File: src/rtl/macro_fifo_d4_pkg.sv
// Shared sizing constants for the 4-entry macro FIFO and its pointer ROM.
package macro_fifo_d4_pkg;

    localparam int FIFO_D4_DEPTH = 4;
    localparam int FIFO_D4_PTR_W = 3;
    localparam int FIFO_D4_IDX_W = 2;

endpackage

File: src/rtl/macro_rom_incr2.sv
// 2-bit increment ROM: q = addr + 1 modulo 4, carry flags the 3 -> 0 wrap.
module macro_rom_incr2
    import macro_fifo_d4_pkg::*;
(
    input  logic [FIFO_D4_IDX_W-1:0] addr,
    output logic [FIFO_D4_IDX_W-1:0] q,
    output logic                     carry
);

    always_comb begin
        q     = '0;
        carry = 1'b0;
        case (addr)
            2'd0: q = 2'd1;
            2'd1: q = 2'd2;
            2'd2: q = 2'd3;
            2'd3: begin
                q     = 2'd0;
                carry = 1'b1;
            end
        endcase
    end

endmodule

File: src/rtl/macro_fifo_d4.sv
// 4-entry valid/ready FIFO with wrap-bit pointers advanced by increment ROMs.
// Optional same-cycle pass-through when empty: define MACRO_FIFO_D4_BYPASS_EN.
module macro_fifo_d4
    import macro_fifo_d4_pkg::*;
#(
    parameter int WIDTH = 8
) (
    input  logic             clk,
    input  logic             reset,
    input  logic             flush,
    input  logic             s_valid,
    output logic             s_ready,
    input  logic [WIDTH-1:0] s_data,
    output logic             m_valid,
    input  logic             m_ready,
    output logic [WIDTH-1:0] m_data,
    output logic [2:0]       level,
    output logic             full,
    output logic             empty
);

    logic [FIFO_D4_PTR_W-1:0] wptr_q, wptr_d, rptr_q, rptr_d;
    logic [WIDTH-1:0]         mem_q [FIFO_D4_DEPTH];
    logic [WIDTH-1:0]         mem_d [FIFO_D4_DEPTH];

    logic [FIFO_D4_IDX_W-1:0] widx_next, ridx_next;
    logic                     wcarry, rcarry;
    logic                     push, pop, bypass;

    macro_rom_incr2 u_wrom (
        .addr  (wptr_q[FIFO_D4_IDX_W-1:0]),
        .q     (widx_next),
        .carry (wcarry)
    );

    macro_rom_incr2 u_rrom (
        .addr  (rptr_q[FIFO_D4_IDX_W-1:0]),
        .q     (ridx_next),
        .carry (rcarry)
    );

    assign level   = wptr_q - rptr_q;
    assign empty   = (wptr_q == rptr_q);
    assign full    = (wptr_q[1:0] == rptr_q[1:0]) && (wptr_q[2] != rptr_q[2]);
    assign s_ready = !full;

`ifdef MACRO_FIFO_D4_BYPASS_EN
    // An empty FIFO hands the incoming beat straight to the consumer without storing it.
    assign bypass  = empty && s_valid && m_ready && !flush;
    assign m_valid = !empty || bypass;
    assign m_data  = empty ? s_data : mem_q[rptr_q[FIFO_D4_IDX_W-1:0]];
`else
    assign bypass  = 1'b0;
    assign m_valid = !empty;
    assign m_data  = mem_q[rptr_q[FIFO_D4_IDX_W-1:0]];
`endif

    assign push = s_valid && s_ready && !bypass;
    assign pop  = !empty && m_ready;

    always_comb begin
        wptr_d = wptr_q;
        rptr_d = rptr_q;
        mem_d  = mem_q;
        if (flush) begin
            wptr_d = '0;
            rptr_d = '0;
        end else begin
            if (push) begin
                mem_d[wptr_q[FIFO_D4_IDX_W-1:0]] = s_data;
                wptr_d = {wptr_q[2] ^ wcarry, widx_next};
            end
            if (pop) begin
                rptr_d = {rptr_q[2] ^ rcarry, ridx_next};
            end
        end
    end

    always_ff @(posedge clk) begin
        if (reset) begin
            wptr_q <= '0;
            rptr_q <= '0;
        end else begin
            wptr_q <= wptr_d;
            rptr_q <= rptr_d;
        end
    end

    // Storage is deliberately not reset; m_data is only meaningful with m_valid.
    always_ff @(posedge clk) begin
        mem_q <= mem_d;
    end

endmodule

File: config.mk
export PLATFORM = sky130hd
export DESIGN_NAME = macro_fifo_d4
export DESIGN_NICKNAME = d
export VERILOG_FILES = /design/src/rtl/macro_fifo_d4_pkg.sv /design/src/rtl/macro_rom_incr2.sv /design/src/rtl/macro_fifo_d4.sv
export SDC_FILE = /design/constraint.sdc
export NUM_CORES = 1
export LEC_CHECK = 0
export BUFFER_PORTS_ARGS = -buffer_cell sky130_fd_sc_hd__buf_4
export CORE_AREA = 2 2 62 64
export CTS_CLUSTER_SIZE = 25
export DETAILED_ROUTE_END_ITERATION = 12
export DIE_AREA = 0 0 64 66
export HOLD_SLACK_MARGIN = 0.03
export PLACE_DENSITY = 0.73
export SLEW_MARGIN = 20
export SYNTH_ARGS = -nofsm -noshare
export SYNTH_HDL_FRONTEND = slang
export SYNTH_SLANG_ARGS = --single-unit
export TNS_END_PERCENT = 1
File: constraint.sdc
create_clock -name clk -period 2.8 [get_ports clk]
set_input_delay 0.14 -clock clk [delete_from_list [all_inputs] [get_ports clk]]
set_output_delay 0.14 -clock clk [all_outputs]
set_load 0.05 [all_outputs]
==> run_results.csv, run 1 <==
group,metric,value,unit
sta,maxSlewViolCount,0,
clock_tree,clk_pin_slew,0.11,ns
clock_tree,htree_levels,2,
detailed_routing,wl_per_cell,15.5,microns
status,status,"finished clean",
place,dp_hpwl,2230,microns
power,power_frac_comb,11.5,%
place,io_buffers,27,
logic_synthesis,ys_ff_latch,38,
worst_setup_path,path_cells,"buf_4 -> inv_1 -> ha_1 -> and2_1 -> nand2_1 -> inv_1 -> buf_4",
sta,setup_violations,0,
final_layout,layout-drive-gt1-share,32.9,%
die,num_rows,22,
final_layout,area.growth.synth_to_final,26.1,%
detailed_routing,ant_nets,0,
worst_setup_path,cp.required,2.66,ns
final_layout,finalNonFillerCells,200,
sta,worst_pin_slew,0.774,ns
sta,tns,0,ns
die,initial_core_util,48.2,%
sta,finalCriticalPeriod,2.07,ns
final_layout,n_fill_cell,256,
final_layout,nNetsFinal,175,
die,die_h,66,microns
clock_tree,numClockSinks,38,
power,swShare,22.7,%
worst_setup_path,worst-path-max-fanout,13,
worst_setup_path,startpoint,"rptr_q[1]",
sta,hold_viol,0,
sta,rsz0062_at_grt,"no",
sta,finClkSkew,0.0111,ns
power,internal_power,0.860,mW
logic_synthesis,synth_cells,107,
power,peakVddDrop,329,uV
logic_synthesis,synthDistinctLibCells,26,
die,dieArea,4220,sq um
place,dp.cells,184,
worst_hold_path,min-delay-start,"m_ready",
detailed_routing,drc,0,
clock_tree,cts_buffers,5,
worst_setup_path,worstReg2RegStart,"rptr_q[1]",
die,coreArea,3550,sq um
clock_tree,cts_tree,"done",
worst_setup_path,critical_path.slowest_cell,"dfxtp_1",
final_layout,seq_area,1080,sq um
die,io_pins,28,
final_layout,multi_input_area,569,sq um
logic_synthesis,ys_warn_count,0,
global_route,grt.total_usage,16.3,%
sta,relSlewSlack,48.2,%
sta,setup_slack,0.729,ns
power,leakage,0.820,nW
worst_setup_path,start_kind,"register",
worst_setup_path,endpoint_kind,"output pin",
worst_setup_path,cp.arrival,1.93,ns
detailed_routing,viasPerCell,5.01,
worst_setup_path,critical_path.max_stage_delay,0.32,ns
worst_setup_path,critPathKind,"reg2out",
detailed_routing,wl,3090,microns
clock_tree,clkLatencyLatePin,0.35,ns
final_layout,mostFrequentLayoutCells,"buf_4, edfxtp_1, inv_1",
detailed_routing,dr.pass1.iters,4,
power,clkPwrFrac,32.5,%
global_route,gr-total-overflow,0,
place,preCtsSetupSlack,0.947,ns
die,die_x,64,microns
clock_tree,cts_root_buf,"clkbuf_4",
power,power.density,516,nW/um^2
global_route,grt_pass1_wl,4880,microns
detailed_routing,drt-initial-drc-count,35,
logic_synthesis,netlist_area,1710,sq um
flow_run,drv_cap,0,
global_route,grt_pass1_vias,984,
worst_hold_path,hold_path.class,"in2reg",
global_route,grt_start_max_net_pins,14,
sta,fmax,483,MHz
clock_tree,cts.path.max_buffers,2,
logic_synthesis,synth.avg_cell_area,16.0,sq um
final_layout,antennaDiodeCount,0,
sta,worst_hold_slack,0.0992,ns
detailed_routing,vias,1002,
logic_synthesis,synth_nets,131,
power,p_seq_share,56.1,%
logic_synthesis,ys_seq_area_share,63.2,%
place,gp_congestion,0.781,
final_layout,final_common_cell,"buf_4",
global_route,grt_antenna_before_repair,0,
sta,fin_crit_sh,74.0,%
power,power.switching,0.253,mW
[worst paths after layout]
path / endpoint / slack, ns / cells after the start
min: rptr_q[2] / 0.1 / 3
min reg2reg: wptr_q[1] / 0.54 / 2
max reg2reg: mem_q[23] / 0.95 / 7
max: empty / 0.73 / 7
[cell families (layout without fill, tap and decap cells)]
logic type / Yosys count / in the layout / synth area share, %
flops: 38 / 38 / 63.2
simple gates: 19 / 19 / 5.92
buf+inv: 16 / 61 / 3.58
fa+ha+maj: 11 / 11 / 8.48
compound gates: 10 / 10 / 5.19
mux: 10 / 10 / 11.7
xor+xnor: 3 / 3 / 1.97
[state kept, by name, indices dropped and copies added (netlist names)]
name    flops
rptr_q      3
wptr_q      3
mem_q      32
[synthesized netlist by cell type (all sizes together)]
master	n	area, sq um
edfxtp	32	961
inv	11	41.3
ha	10	125
mux4	8	180
nand2	7	26.3
dfxtp	6	120
o211ai	5	37.5
clkbuf	3	11.3
nor2	3	11.3
nor3b	3	22.5
mux2i	2	20.0
nand4	2	12.5
nand4b	2	17.5
xnor2	2	25.0
a21oi	1	8.76
a31oi	1	6.26
and2	1	6.26
buf	1	5.00
clkinv	1	3.75
fa	1	20.0
nor3	1	5.00
o211a	1	10.0
o21ai	1	16.3
o311a	1	10.0
xor2	1	8.76
[power groups by stage]
stage | clock [mW] | sequential (mW) | combinational (mW)
after floorplan | 0 | 0.637 | 0.0738
after global placement | 0 | 0.637 | 0.117
after detailed placement | 0 | 0.638 | 0.119
after CTS | 0.370 | 0.625 | 0.129
after global routing | 0.384 | 0.625 | 0.136
final | 0.361 | 0.624 | 0.128
[metrics by stage]
step,power (mW),instance area [sq um],util (%)
5_1_grt,1.15,2160,60.8
3_3_place_gp,0.754,2000,56.4
4_1_cts,1.12,2160,60.8
2_1_floorplan,0.711,1710,-
6_report,1.11,2160,60.8
3_5_place_dp,0.757,2000,56.4
[cell type report]
class / count / share of cell area, %
clock buffers: 7 / 2.09
repair buffers: 41 / 15.2
inverters: 12 / 2.09
well taps: 48 / 2.78
multi-input cells: 53 / 26.4
flip-flops and latches: 38 / 50.1
clock inverters: 1 / 1.39
[worst max-delay path, delay by kind of cell, from the launching register on]
kind / cells / cell delay, ns
buf+inv: 4 / 0.57
fa+ha+maj: 1 / 0.29
flops: 1 / 0.32
simple gates: 2 / 0.38
[timing repair]
| action | in CTS | in global routing |
|---|---|---|
| hold endpoints to repair | 32 | 0 |
| endpoints found under the setup margin | 0 | 0 |
| buffers inserted | 0 | 0 |
| gates resized for setup | 0 | 0 |
| hold buffers | 8 | 0 |
[layer usage]
| layer | GRT usage (%) | vias to the layer above | wire length [microns] |
|---|---|---|---|
| met1 | 19.0 | 488 | 1290 |
| met2 | 27.0 | 20 | 1620 |
| met5 | 0 | - | 0 |
| met4 | 9.24 | 0 | 65 |
| li1 | - | 489 | - |
| met3 | 4.60 | 5 | 113 |
Note: power is estimated with default switching activity, not from simulation.
==> run 2, diff against run 1 <==
- CORE_AREA: 2 2 62 64 -> 2 2 63 65
- DIE_AREA: 0 0 64 66 -> 0 0 65 67
- PLACE_DENSITY: 0.73 -> 0.74
- clock period: 2.8 -> 1.8 ns (I/O delays scaled with it)
==> run_results.csv, run 2 (synthesis results as in run 1) <==
group,metric,value,unit
sta,finClkSkew,0.00596,ns
worst_setup_path,cp_top_family,"adder cells",
detailed_routing,ant_nets,0,
sta,relSlewSlack,74.1,%
clock_tree,cts_buffers,5,
worst_setup_path,r2r_end,"mem_q[30]",
sta,hold_viol,0,
place,io_buffers,27,
detailed_routing,wl_per_cell,15.0,microns
global_route,gr-total-overflow,0,
worst_setup_path,critical_path.max_stage_delay,0.52,ns
die,coreArea,3610,sq um
final_layout,area.growth.synth_to_final,31.8,%
worst_setup_path,critPathKind,"reg2out",
worst_setup_path,cp.arrival,1.63,ns
final_layout,final_cell_area,2260,sq um
sta,worst_hold_slack,0.105,ns
worst_setup_path,cp.buffers_inverters,3,
sta,fin_crit_sh,95.4,%
final_layout,antennaDiodeCount,0,
final_layout,layout-drive-gt1-share,44.2,%
final_layout,largest_reg_flops,32,
clock_tree,clk_pin_slew,0.07,ns
global_route,grt_start_max_net_pins,13,
detailed_routing,drt-initial-drc-count,45,
detailed_routing,wl,3070,microns
power,leakage,0.860,nW
worst_setup_path,endpoint_kind,"output pin",
worst_hold_path,holdPathStages,3,
global_route,grt.total_usage,16.4,%
worst_setup_path,cp.required,1.71,ns
place,placed_area,2080,sq um
clock_tree,numClockSinks,38,
clock_tree,post_cts_buffers,0,
die,initial_core_util,47.5,%
die,dieArea,4360,sq um
die,io_pins,28,
final_layout,n_fill_cell,261,
sta,fmax,582,MHz
sta,setup_violations,0,
global_route,grt_pass1_vias,1057,
detailed_routing,viasPerCell,5.11,
final_layout,multi_input_area,611,sq um
worst_hold_path,hold_end,"wptr_q[0]",
die,die_x,65,microns
final_layout,final_common_cell,"buf_4",
worst_setup_path,crit_top_cell,"inv_1",
die,num_rows,22,
worst_setup_path,start_kind,"register",
final_layout,regMostFlops,"mem_q",
worst_setup_path,critical_path.slowest_cell,"fa_2",
clock_tree,cts_root_buf,"clkbuf_8",
clock_tree,cts.path.max_buffers,2,
final_layout,nNetsFinal,179,
power,peakVddDrop,537,uV
global_route,grt_pass1_wl,5110,microns
detailed_routing,drc,0,
worst_setup_path,r2r_setup_slack,0.15,ns
final_layout,fin_util,62.6,%
clock_tree,cts_tree,"done",
worst_hold_path,hold_path.class,"in2reg",
place,gp_congestion,0.763,
worst_setup_path,worst-path-max-fanout,4,
flow_run,drv_cap,0,
final_layout,mostFrequentLayoutCells,"buf_4, edfxtp_1, inv_1, ha_1",
sta,maxSlewViolCount,0,
die,die_h,67,microns
worst_setup_path,path_cells,"inv_1 -> ha_1 -> fa_2 -> inv_1 -> buf_4",
worst_setup_path,reg2reg_depth,6,
status,status,"finished clean",
sta,worst_pin_slew,0.388,ns
worst_hold_path,min-delay-start,"reset",
worst_setup_path,worstReg2RegStart,"wptr_q[0]",
clock_tree,clkLatencyLatePin,0.28,ns
detailed_routing,vias,1043,
sta,finalCriticalPeriod,1.72,ns
power,power.density,766,nW/um^2
sta,rsz0062_at_grt,"no",
final_layout,seq_area,1080,sq um
global_route,grt_antenna_before_repair,0,
clock_tree,htree_levels,2,
place,dp_hpwl,2250,microns
detailed_routing,dr.pass1.iters,4,
final_layout,reg.largest.list,"mem_q x32, rptr_q x3, wptr_q x3",
==> run 2: changes by cell type in the layout (fill, tap and decap cells not counted), moves of 2 or more <==
cell,previous run,this run
nor3b_2,0,3
dfxtp_1,6,3
clkbuf_4,5,0
nor3b_1,3,0
clkbuf_8,0,5
buf_4,33,36
dfxtp_2,0,3
clkinvlp_4,0,2
clkbuf_1,2,0
nand2_1,7,5
==> run 2: timing repair <==
| action | in CTS | in global routing |
|---|---|---|
| setup endpoints to repair | 4 | 2 |
| gates resized for setup | 3 | 2 |
| hold buffers | 8 | 0 |
| endpoints found under the hold margin | 32 | 0 |
==> run 2: area by class of cell <==
class	instances	area share (%)
clock inverter	3	0.721
clock buffer	5	3.05
tap	48	2.66
inverter	12	2.38
timing repair buffer	45	16.0
multi-input combinational	53	27.1
sequential	38	48.1
==> run 2: power breakdown <==
part | switching (mW) | total, mW | internal (mW)
Combinational | 0.127 | 0.211 | 0.0844
Clock | 0.280 | 0.545 | 0.265
Sequential | 0.00462 | 0.972 | 0.968
Total | 0.412 | 1.73 | 1.32
==> run 2: through the flow <==
stage	std cells	setup slack, ns	TNS [ns]	power (mW)
6_report	204	0.0820	0	1.73
3_5_place_dp	188	0.112	0	1.19
2_1_floorplan	107	-0.135	-2.48	1.11
4_1_cts	204	0.0204	0	1.74
3_3_place_gp	188	0.191	0	1.18
5_1_grt	204	0.0106	0	1.79
==> run 2: worst max-delay path by stage <==
stage / from / slack [ns] / depth (start not counted) / end
after floorplan: rptr_q[1] / -0.13 / 8 / rptr_q[2]
after global placement: wptr_q[0] / 0.19 / 6 / mem_q[31]
after detailed placement: wptr_q[0] / 0.11 / 6 / mem_q[31]
after CTS: wptr_q[1] / 0.02 / 4 / level[2]
after global routing: wptr_q[0] / 0.01 / 6 / empty
final: wptr_q[0] / 0.08 / 5 / level[1]
==> run 2: worst min-delay path: stages <==
cell and delay, ns:
buf_4 0.08, nor2_1 0.06, o311a_1 0.12
==> run 2: metal layers <==
layer | global-route usage [%] | share of wire (%) | up-vias
met5 | 0 | 0 | -
met4 | 5.32 | 1.8 | 0
met3 | 5.24 | 3.9 | 8
met2 | 28.6 | 52 | 20
met1 | 19.1 | 42 | 518
li1 | - | - | 497
